### config.mk
export PLATFORM = sky130hd
export DESIGN_NAME = shift_register_flat
export DESIGN_NICKNAME = d
export VERILOG_FILES = /design/src/rtl/shift_register_pkg.sv /design/src/rtl/shift_register_if.sv /design/src/rtl/shift_register.sv /design/src/flat_wrapper.sv
export SDC_FILE = /design/constraint.sdc
export NUM_CORES = 1
export LEC_CHECK = 0
export CAP_MARGIN = 20
export CORE_MARGIN = 4
export CORE_UTILIZATION = 35
export CTS_CLUSTER_DIAMETER = 200
export CTS_CLUSTER_SIZE = 25
export DETAILED_ROUTE_END_ITERATION = 10
export SLEW_MARGIN = 20
export SYNTH_ARGS = -nofsm -noshare
export SYNTH_HDL_FRONTEND = slang
export SYNTH_SLANG_ARGS = --single-unit
### constraint.sdc
create_clock -name clk -period 18 [get_ports clk]
set_input_delay 5.4 -clock clk [delete_from_list [all_inputs] [get_ports clk]]
set_output_delay 5.4 -clock clk [all_outputs]
set_load 0.1 [all_outputs]
### src/rtl/shift_register_pkg.sv
// Shared types for the serial-in, parallel-out capture register.
// Holds the default chain width and the per-edge operation decode.
package shift_register_pkg;

  localparam int unsigned DEFAULT_WIDTH = 512;

  typedef enum logic [1:0] {
    OP_SHIFT = 2'd0,
    OP_LOAD  = 2'd1,
    OP_RESET = 2'd2
  } op_e;

  // Reset outranks load, and load outranks shift.
  function automatic op_e decode_op(input logic reset, input logic load);
    if (reset) begin
      return OP_RESET;
    end else if (load) begin
      return OP_LOAD;
    end else begin
      return OP_SHIFT;
    end
  endfunction

endpackage

### src/rtl/shift_register_if.sv
// Bundle of serial input, load strobe and parallel snapshot for the capture register.
// The master drives the stream and the strobe; the slave owns the snapshot.
interface shift_register_if
  import shift_register_pkg::*;
#(
  parameter int unsigned WIDTH = DEFAULT_WIDTH
);

  logic             shift_in;
  logic             load;
  logic [WIDTH-1:0] data_out;

  modport master (
    output shift_in,
    output load,
    input  data_out
  );

  modport slave (
    input  shift_in,
    input  load,
    output data_out
  );

endinterface

### src/rtl/shift_register.sv
// Serial-in, parallel-out capture register for the fast readout path.
// Bits enter at bit 0 each clock; load copies the chain to data_out and clears the chain.
module shift_register
  import shift_register_pkg::*;
#(
  parameter int unsigned WIDTH = DEFAULT_WIDTH
) (
  input  logic             clk,
  input  logic             reset,
  shift_register_if.slave  bus
);

  logic [WIDTH-1:0] sr;
  op_e              op;

  always_comb begin
    op = decode_op(reset, bus.load);
  end

  // Shift chain; the oldest bit falls off the MSB end without any flag.
  always_ff @(posedge clk) begin
    case (op)
      OP_RESET: sr <= '0;
      OP_LOAD:  sr <= '0;
      default:  sr <= {sr[WIDTH-2:0], bus.shift_in};
    endcase
  end

  // Snapshot takes the pre-edge chain, so the bit shifted in on the load edge is lost.
  always_ff @(posedge clk) begin
    case (op)
      OP_RESET: bus.data_out <= '0;
      OP_LOAD:  bus.data_out <= sr;
      default:  bus.data_out <= bus.data_out;
    endcase
  end

endmodule

### src/flat_wrapper.sv
// flat-port wrapper written by rule: the top's interface ports become plain ports
module shift_register_flat import shift_register_pkg::*;
#(
  parameter int unsigned WIDTH = DEFAULT_WIDTH
)
  (clk, reset, bus_shift_in, bus_load, bus_data_out);
  shift_register_if #(.WIDTH(WIDTH)) bus_i ();
  input  logic clk;
  input  logic reset;
  input wire logic [$bits(bus_i.shift_in)-1:0] bus_shift_in;
  input wire logic [$bits(bus_i.load)-1:0] bus_load;
  output wire logic [$bits(bus_i.data_out)-1:0] bus_data_out;
  assign bus_i.shift_in = bus_shift_in;
  assign bus_i.load = bus_load;
  assign bus_data_out = bus_i.data_out;
  shift_register #(.WIDTH(WIDTH)) u_core (.clk(clk), .reset(reset), .bus(bus_i));
endmodule
* Yosys cells after proc, flatten, opt, wreduce, memory -nomap -nowiden
Cells that the tools add are included.
Operators by class: multiplexer cells 3, order comparisons 0, $add $sub $neg 0, reductions and logical operators 2, equality and inequality tests 2, shift operators 0, div/mod/pow operators 0, multiply operators 0, bitwise logic cells 0
Operators with widths (number):
- $pmux W512 S2 | 1
- $eq A2 B1 Y1 const B | 1
- $eq A2 B2 Y1 const B | 1
- $mux W2 | 1
- $reduce_bool A2 Y1 | 1
- $reduce_or A2 Y1 | 1
- $mux W1 | 1
Word-level totals: output and inout bits 512, word-level logic and storage cells 9, memory bits (writable) 0, memories 0, register bits after elaboration 1024, input bits 4, memory bits (read-only) 0, latch bits 0

* Longest topological paths before layout
Gate-level depths: netlist (run 1).
depth after elaboration 4, mapped depth 5, gate-level depth less buffers 1

* Least setup slack after synthesis (run 1)
Ideal clock, no wire load.
path type input-to-reg, from in reset, to reg u_core.bus.data_out[0] (enable), buffers on the path 3, stages on the path 4, slack 5.460 ns, arrival time 11.873 ns, setup time 0.667 ns, required time 17.333 ns, cell sequence buf_6 -> buf_6 -> buf_2 -> or2_2
Between the ends: longest elaborated chain between the ends 3, elaborated cells on any way between the ends 4, those cells by class eq/ne: 2; mux: 1; reduce/logical: 1
RTL lines:
- start, declared | RTL line flat_wrapper.sv:9 | input logic reset;
- $mux W2 * | RTL line shift_register_pkg.sv:15 | if (reset) begin
- $eq A2 B2 Y1 / $eq A2 B1 Y1 (equally long branches) | RTL line shift_register.sv:31 | case (op)
- $reduce_bool A2 Y1 (no line) *
- end signal, assigned | RTL line shift_register.sv:33 | OP_LOAD: bus.data_out <= sr;
- end signal, assigned | RTL line shift_register.sv:34 | default: bus.data_out <= bus.data_out;
- end, declared | RTL line shift_register_if.sv:22 | output data_out
Every way passes the cells marked *; elsewhere a longest branch is shown, timed or not. A chain may end at the register's enable or synchronous reset.

* Final worst setup path (run 1)
from in bus_load, to reg u_core.bus.data_out[314], data pin
Between the ends: longest elaborated chain between the ends 4, elaborated cells on any way between the ends 5, those cells by class eq/ne: 2; mux: 3
RTL lines:
- start, declared | RTL line flat_wrapper.sv:11 | input wire logic [$bits(bus_i.load)-1:0] bus_load;
- $mux W1 * | RTL line shift_register_pkg.sv:17 | end else if (load) begin
- $mux W2 * | RTL line shift_register_pkg.sv:15
- $eq A2 B1 Y1 / $eq A2 B2 Y1 (equally long branches) | RTL line shift_register.sv:31
- $pmux W512 S2 * | RTL line shift_register.sv:31
Marks and branches as above.

==> results of run 1 <==
## synth_stat cells, drive strengths merged
| library cell | n | area share [%] |
|---|---|---|
| dfxtp | 512 | 28 |
| or2 | 1 | 0.017 |
| nor3b | 512 | 14 |
| edfxtp | 512 | 42 |
| clkbuf | 34 | 0.34 |
| and3b | 512 | 12 |
| buf | 194 | 3.8 |
## routing by layer
metal  part of all wire, %  track usage [%]
met5                     0                0
met4                   3.2             4.18
met3                   5.3             3.16
met2                    50             21.6
met1                    41             15.3
## layout by cell type, fill, tap and decap left out, drive strengths merged
cell,Yosys,final
clkdlybuf4s50,0,513
and3b,512,512
edfxtp,512,512
dfxtp,512,512
nor3b,512,512
clkbuf,34,84
buf,194,19
or2,1,1
## power by group
part	switching [mW]	total [mW]	internal (mW)
clock network	0.697	1.21	0.516
logic	0.566	0.679	0.113
registers	0.0272	2.53	2.50
total	1.29	4.42	3.13
## cell families (layout without fill, tap and decap cells)
kind of cell	count (synthesis)	in the layout	synth area share [%]
buf+inv	228	616	4.17
flops	1024	1024	69.3
simple gates	1025	1025	26.6
## critical path, cell delays in order
cell     delay [ns]
buf_8          0.49
buf_4          0.88
buf_4          0.76
buf_12         0.61
buf_4          0.84
and3b_1        0.28
## sequential cells by signal, summed over array words and instances (netlist names)
| name | flops |
|---|---|
| u_core.bus.data_out | 512 |
| u_core.sr | 512 |
## worst max path at each step
| stage | start | cells after the start | endpoint | slack (ns) |
|---|---|---|---|---|
| after floorplan | reset | 4 | u_core.bus.data_out[0] | 5.46 |
| after global placement | bus_load | 6 | u_core.bus.data_out[35] | 8.41 |
| after detailed placement | bus_load | 6 | u_core.bus.data_out[335] | 8.25 |
| after CTS | bus_load | 6 | u_core.bus.data_out[335] | 8.96 |
| after global routing | bus_load | 6 | u_core.bus.data_out[346] | 8.57 |
| final | bus_load | 6 | u_core.bus.data_out[314] | 8.80 |
## cell type report
class                   instances  area [µm²]  area share [%]
well taps                    1391        1740            3.96
clock buffers                  84        1360            3.09
multi-input cells            1025        9840            22.4
flip-flops and latches       1024       25600            58.3
repair buffers                532        5390            12.3
## metrics by stage
stage	area, µm²	total power, mW	utilization, %	hold WS (ns)
after floorplan	37000	3.13	-	0.452
after global placement	42600	3.26	40.5	0.456
after detailed placement	42600	3.27	40.5	0.460
after CTS	44000	4.49	41.8	0.460
after global routing	44000	4.58	41.8	0.476
final	44000	4.42	41.8	0.467
==> results.sh, run 1 <==
export IMPL_core_rowCount=119
export IMPL_vdd_drop_max_mv=0.0673
export IMPL_htreeDepth=2
export IMPL_crit_required_ns=18.50
export IMPL_slew_viol_final=0
export IMPL_drcViolationCount=0
export IMPL_instances_no_fill=4056
export IMPL_critPathLaunchType="input port"
export IMPL_fin_setup_tns_ns=0
export IMPL_synth_fp_nets=2281
export IMPL_cts_sinks=1024
export IMPL_r2r_end="u_core.sr[504]"
export IMPL_drive_above_1_share_pct=13.8
export IMPL_antenna_found_initial=1
export IMPL_clk_pin_slew_ns=0.09
export IMPL_num_antenna_cells=0
export IMPL_die_x_um=333
export IMPL_hold_path_class="flip-flop to flip-flop"
export IMPL_end_kind="flip-flop"
export IMPL_vias_per_cell=4.54
export IMPL_rsz0062_at_grt="false"
export IMPL_fin_skew_ns=0.0205
export IMPL_min_period_ns=9.20
export IMPL_crit_type="input port to flip-flop"
export IMPL_r2r_worst_path_cells=1
export IMPL_status="finished clean"
export IMPL_crit_fanout=193
export IMPL_io_pins=516
export IMPL_grt_max_degree=255
export IMPL_p_leak_nw=17.1
export IMPL_cts_path_max_buffers=3
export IMPL_first_pass_iters=5
export IMPL_dpl_hpwl_um=45600
export IMPL_syn_area_per_cell_um2=16.3
export IMPL_postCtsHoldBufs=0
export IMPL_fmax_mhz=109
export IMPL_fin_crit_sh_pct=51.1
export IMPL_coreArea_um2=105000
export IMPL_reg2reg_from="u_core.sr[503]"
export IMPL_arrival_ns=9.70
export IMPL_io_buffers=515
export IMPL_antenna_left=0
export IMPL_tightest_slew_ns=1.24
export IMPL_place_ws_ns=8.25
export IMPL_cts_made_buffers=46
export IMPL_insertion_delay_ns=0.64
export IMPL_min_delay_start="u_core.sr[30]"
export IMPL_cts_root_buf="clkbuf_16"
export IMPL_ys_ff_latch=1024
export IMPL_first_iter_violations=1221
export IMPL_nFillCells=9518
export IMPL_worst_slack_ns=8.80
export IMPL_syn_inst=2277
export IMPL_cts_tree="done"
export IMPL_syn_to_final_growth_pct=18.8
export IMPL_grt_pass1_wl_um=111000
export IMPL_grt_overflow_total=0
export IMPL_setup_viol=0
export IMPL_fin_nets=2633
export IMPL_post_cts_buffers=0
export IMPL_track_usage_pct=12.5
export IMPL_reg2reg_slack_ns=17.15
export IMPL_relSlewSlack_pct=17.2
export IMPL_hold_end="u_core.sr[31]"
export IMPL_drv_cap=0
export IMPL_yosys_warnings=0
export IMPL_grt_pass1_vias=18238
export IMPL_vias=18411
export IMPL_die_h_um=333
export IMPL_dp_cells=3972
export IMPL_place_gp_congestion=0.743
export IMPL_ctsResizeCount=0
export IMPL_powerDensity_nw_per_um2=101
export IMPL_finalHoldViolations=0
export IMPL_ys_types=10
export IMPL_wl_um=72600
export IMPL_wl_per_cell_um=17.9
export IMPL_initial_utilization_pct=35.2
export IMPL_hold_depth=1
export IMPL_die_area_um2=111000
export IMPL_ys_seq_area_share_pct=69.3
export IMPL_syn_area_um2=37000
(Power assumes the default switching activity.)
==> run 2: changes to the inputs <==
Clock period 18 ns to 7.95 ns, I/O delays scaled along.
==> results.sh, run 2 (synthesis gave the netlist of run 1 again) <==
export IMPL_drv_cap=0
export IMPL_cts_root_buf="clkbuf_16"
export IMPL_postCtsHoldBufs=0
export IMPL_fin_setup_tns_ns=0
export IMPL_cts_tree="done"
export IMPL_finalHoldViolations=0
export IMPL_place_gp_congestion=0.756
export IMPL_powerDensity_nw_per_um2=227
export IMPL_reg_top3="u_core.bus.data_out x512, u_core.sr x512"
export IMPL_first_iter_violations=1171
export IMPL_cts_made_buffers=46
export IMPL_crit_buf_inv=1
export IMPL_most_common_layout_cells="clkdlybuf4s50_1, and3b_1, edfxtp_1, dfxtp_1, nor3b_2"
export IMPL_fin_skew_ns=0.0246
export IMPL_worst_path_largest_cell_delay_ns=1.24
export IMPL_crit_type="flip-flop to output port"
export IMPL_core_rowCount=119
export IMPL_critPathLaunchType="flip-flop"
export IMPL_vias=18449
export IMPL_insertion_delay_ns=0.65
export IMPL_rsz0062_at_grt="false"
export IMPL_ctsResizeCount=0
export IMPL_antenna_found_initial=1
export IMPL_reg2reg_from="u_core.sr[62]"
export IMPL_path_cells="clkdlybuf4s50_1"
export IMPL_grt_pass1_vias=18503
export IMPL_min_period_ns=4.61
export IMPL_grt_max_degree=237
export IMPL_drive_above_1_share_pct=14.1
export IMPL_die_area_um2=111000
export IMPL_grt_overflow_total=0
export IMPL_wl_per_cell_um=18.0
export IMPL_whs_ns=0.456
export IMPL_final_core_util_pct=41.9
export IMPL_cts_path_max_buffers=3
export IMPL_crit_required_ns=5.57
export IMPL_arrival_ns=2.23
export IMPL_tightest_slew_ns=1.13
export IMPL_fin_nets=2641
export IMPL_p_leak_nw=17.1
export IMPL_num_antenna_cells=0
export IMPL_hold_path_class="flip-flop to flip-flop"
export IMPL_setup_viol=0
export IMPL_wl_um=73300
export IMPL_clk_pin_slew_ns=0.12
export IMPL_coreArea_um2=105000
export IMPL_antenna_left=0
export IMPL_dpl_hpwl_um=46400
export IMPL_io_pins=516
export IMPL_fin_crit_sh_pct=58.0
export IMPL_htreeDepth=2
export IMPL_vdd_drop_max_mv=0.184
export IMPL_relSlewSlack_pct=24.2
export IMPL_status="finished clean"
export IMPL_syn_to_final_growth_pct=19.0
export IMPL_min_delay_start="u_core.sr[466]"
export IMPL_io_buffers=515
export IMPL_post_cts_buffers=0
export IMPL_track_usage_pct=12.6
export IMPL_die_h_um=333
export IMPL_vias_per_cell=4.54
export IMPL_initial_utilization_pct=35.2
export IMPL_drcViolationCount=0
export IMPL_layout_commonest_cell="clkdlybuf4s50_1"
export IMPL_instances_no_fill=4063
export IMPL_grt_pass1_wl_um=112000
export IMPL_nFillCells=9511
export IMPL_die_x_um=333
export IMPL_cp_slowest_cell="clkdlybuf4s50_1"
export IMPL_cp_top_family="buffers and inverters"
export IMPL_cts_sinks=1024
export IMPL_slew_viol_final=0
export IMPL_end_kind="output port"
export IMPL_crit_path_start="u_core.bus.data_out[25]"
export IMPL_fmax_mhz=217
export IMPL_crit_fanout=1
export IMPL_dp_cells=3980
export IMPL_first_pass_iters=4
==> run 2: cell types whose count changed in the layout (fill, tap and decap cells not counted), sizes merged <==
cell / change
buf: +8
clkbuf: -1
==> run 2: routing by layer <==
metal | vias up | GRT usage, % | wire length, µm
li1 | 8972 | - | -
met1 | 9071 | 15.2 | 30400
met2 | 315 | 21.8 | 36200
met3 | 91 | 3.56 | 4310
met4 | 0 | 4.20 | 2400
met5 | - | 0 | 0
==> run 2: final cells by class <==
type	count	area (µm²)	share of cell area (%)
flip-flops and latches	1024	25600	58.2
multi-input cells	1025	9840	22.3
repair buffers	540	5480	12.4
clock buffers	83	1350	3.07
well taps	1391	1740	3.95
==> run 2: path summary, 6_finish.rpt <==
check / end / slack [ns] / depth (start not counted)
worst max-delay path: bus_data_out[25] / 3.34 / 1
worst min-delay path: u_core.sr[467] / 0.46 / 1
worst max register to register: u_core.sr[63] / 6.93 / 1
worst min register to register: u_core.sr[467] / 0.46 / 1
==> run 2: per-stage QoR <==
| step | setup WS [ns] | total power [mW] | area [µm²] |
|---|---|---|---|
| final | 3.34 | 10.0 | 44000 |
| after global routing | 3.25 | 10.4 | 44000 |
| after CTS | 3.26 | 10.2 | 44000 |
| after detailed placement | 2.88 | 7.40 | 42700 |
| after global placement | 2.94 | 7.39 | 42700 |
| after floorplan | 1.03 | 7.08 | 37000 |
==> run 2: where the power goes <==
group	switching, mW	internal, mW	leakage, nW
clock network	1.59	1.17	0.644
registers	0.0494	5.65	9.70
logic	1.30	0.259	6.76
total	2.94	7.08	17.1
==> run 3: changes to the inputs <==
Clock period 7.95 ns to 4.3 ns, I/O delays scaled along.
==> results.sh, run 3 (synthesis gave the netlist of run 1 again) <==
export IMPL_drive_above_1_share_pct=15.1
export IMPL_final_core_util_pct=42.2
export IMPL_finalHoldViolations=0
export IMPL_wl_per_cell_um=18.0
export IMPL_grt_max_degree=231
export IMPL_crit_end="bus_data_out[112]"
export IMPL_track_usage_pct=12.8
export IMPL_postCtsHoldBufs=0
export IMPL_io_pins=516
export IMPL_whs_ns=0.461
export IMPL_cts_sinks=1024
export IMPL_use_met2_pct=22.8
export IMPL_core_rowCount=119
export IMPL_reg2reg_from="u_core.sr[28]"
export IMPL_vias_per_cell=4.55
export IMPL_first_iter_violations=1031
export IMPL_cts_tree="done"
export IMPL_reg2reg_slack_ns=3.46
export IMPL_nFillCells=9485
export IMPL_insertion_delay_ns=0.63
export IMPL_cts_path_max_buffers=3
export IMPL_end_kind="output port"
export IMPL_fin_setup_tns_ns=0
export IMPL_cp_slowest_cell="clkdlybuf4s50_1"
export IMPL_cp_top_family="buffers and inverters"
export IMPL_drv_cap=0
export IMPL_vias=18603
export IMPL_crit_type="flip-flop to output port"
export IMPL_dpl_hpwl_um=48800
export IMPL_slew_viol_final=0
export IMPL_num_antenna_cells=0
export IMPL_grt_overflow_total=0
export IMPL_die_h_um=333
export IMPL_worst_path_largest_cell_delay_ns=1.18
export IMPL_rsz0062_at_grt="false"
export IMPL_grtUsageMet3_pct=3.61
export IMPL_cts_root_buf="clkbuf_16"
export IMPL_initial_utilization_pct=35.2
export IMPL_antenna_found_initial=1
export IMPL_path_cells="clkdlybuf4s50_1"
export IMPL_place_gp_congestion=0.781
export IMPL_io_buffers=515
export IMPL_reg_top3="u_core.bus.data_out x512, u_core.sr x512"
export IMPL_hold_path_class="flip-flop to flip-flop"
export IMPL_drcViolationCount=0
export IMPL_p_leak_nw=17.3
export IMPL_grt_busiest_layer="met2"
export IMPL_most_common_layout_cells="and3b_1, edfxtp_1, dfxtp_1, clkdlybuf4s50_1, nor3b_2"
export IMPL_crit_required_ns=3.01
export IMPL_post_cts_buffers=0
export IMPL_clk_pin_slew_ns=0.10
export IMPL_grt_pass1_wl_um=113000
export IMPL_cts_made_buffers=46
export IMPL_critPathLaunchType="flip-flop"
export IMPL_worst_path_stages=1
export IMPL_syn_to_final_growth_pct=19.9
export IMPL_setup_viol=0
export IMPL_r2r_end="u_core.bus.data_out[28]"
export IMPL_multi_input_area_um2=9840
export IMPL_powerDensity_nw_per_um2=416
export IMPL_vdd_drop_max_mv=0.318
export IMPL_antenna_left=0
export IMPL_p_total_mw=18.4
export IMPL_fin_nets=2666
export IMPL_wl_um=73500
export IMPL_coreArea_um2=105000
export IMPL_seq_area_um2=25600
export IMPL_fmax_mhz=281
export IMPL_die_area_um2=111000
export IMPL_htreeDepth=2
export IMPL_die_x_um=333
export IMPL_status="finished clean"
export IMPL_fin_crit_sh_pct=82.8
export IMPL_min_period_ns=3.56
export IMPL_fin_skew_ns=0.0145
export IMPL_r2r_worst_path_cells=1
export IMPL_grt_use_met1_pct=14.6
export IMPL_crit_buf_inv=1
export IMPL_crit_path_start="u_core.bus.data_out[112]"
export IMPL_crit_fanout=1
export IMPL_ctsResizeCount=0
export IMPL_tightest_slew_ns=1.10
export IMPL_grt_pass1_vias=18838
export IMPL_first_pass_iters=4
export IMPL_relSlewSlack_pct=26.4
export IMPL_arrival_ns=2.27
-- run 3: cell type report --
class / instances / share of cell area, %
tap: 1391 / 3.92
clock buffer: 84 / 2.96
sequential: 1024 / 57.8
multi-input combinational: 1025 / 22.2
timing repair buffer: 565 / 13.1
clock inverter: 1 / 0.0197
-- run 3: report_power, final --
part           internal (mW)  leakage [nW]  switching [mW]
clock                   2.10         0.627            2.90
combinational          0.508          6.96            2.37
sequential              10.5          9.70           0.119
total                   13.1          17.3            5.39
-- run 3: worst min path at each step --
| stage | start | slack, ns | depth (start not counted) | end |
|---|---|---|---|---|
| after floorplan | u_core.sr[505] | 0.45 | 1 | u_core.sr[506] |
| after global placement | u_core.sr[112] | 0.46 | 1 | u_core.sr[113] |
| after detailed placement | u_core.sr[148] | 0.46 | 1 | u_core.sr[149] |
| after CTS | u_core.sr[20] | 0.46 | 1 | u_core.sr[21] |
| after global routing | u_core.sr[20] | 0.47 | 1 | u_core.sr[21] |
| final | u_core.sr[88] | 0.46 | 1 | u_core.sr[89] |
-- run 3: layer usage --
metal / part of all wire, % / up-vias
met5: 0 / -
met2: 51 / 331
met1: 40 / 9158
met3: 6.0 / 100
li1: - / 9014
met4: 3.5 / 0
-- run 3: metrics by stage --
step	std cells	cell area, µm²	setup slack (ns)
floorplan	2277	37000	-1.47
global placement	4005	43000	1.14
detailed placement	4005	43000	1.12
CTS	4090	44400	0.679
global route	4090	44400	0.672
finish	4090	44400	0.740
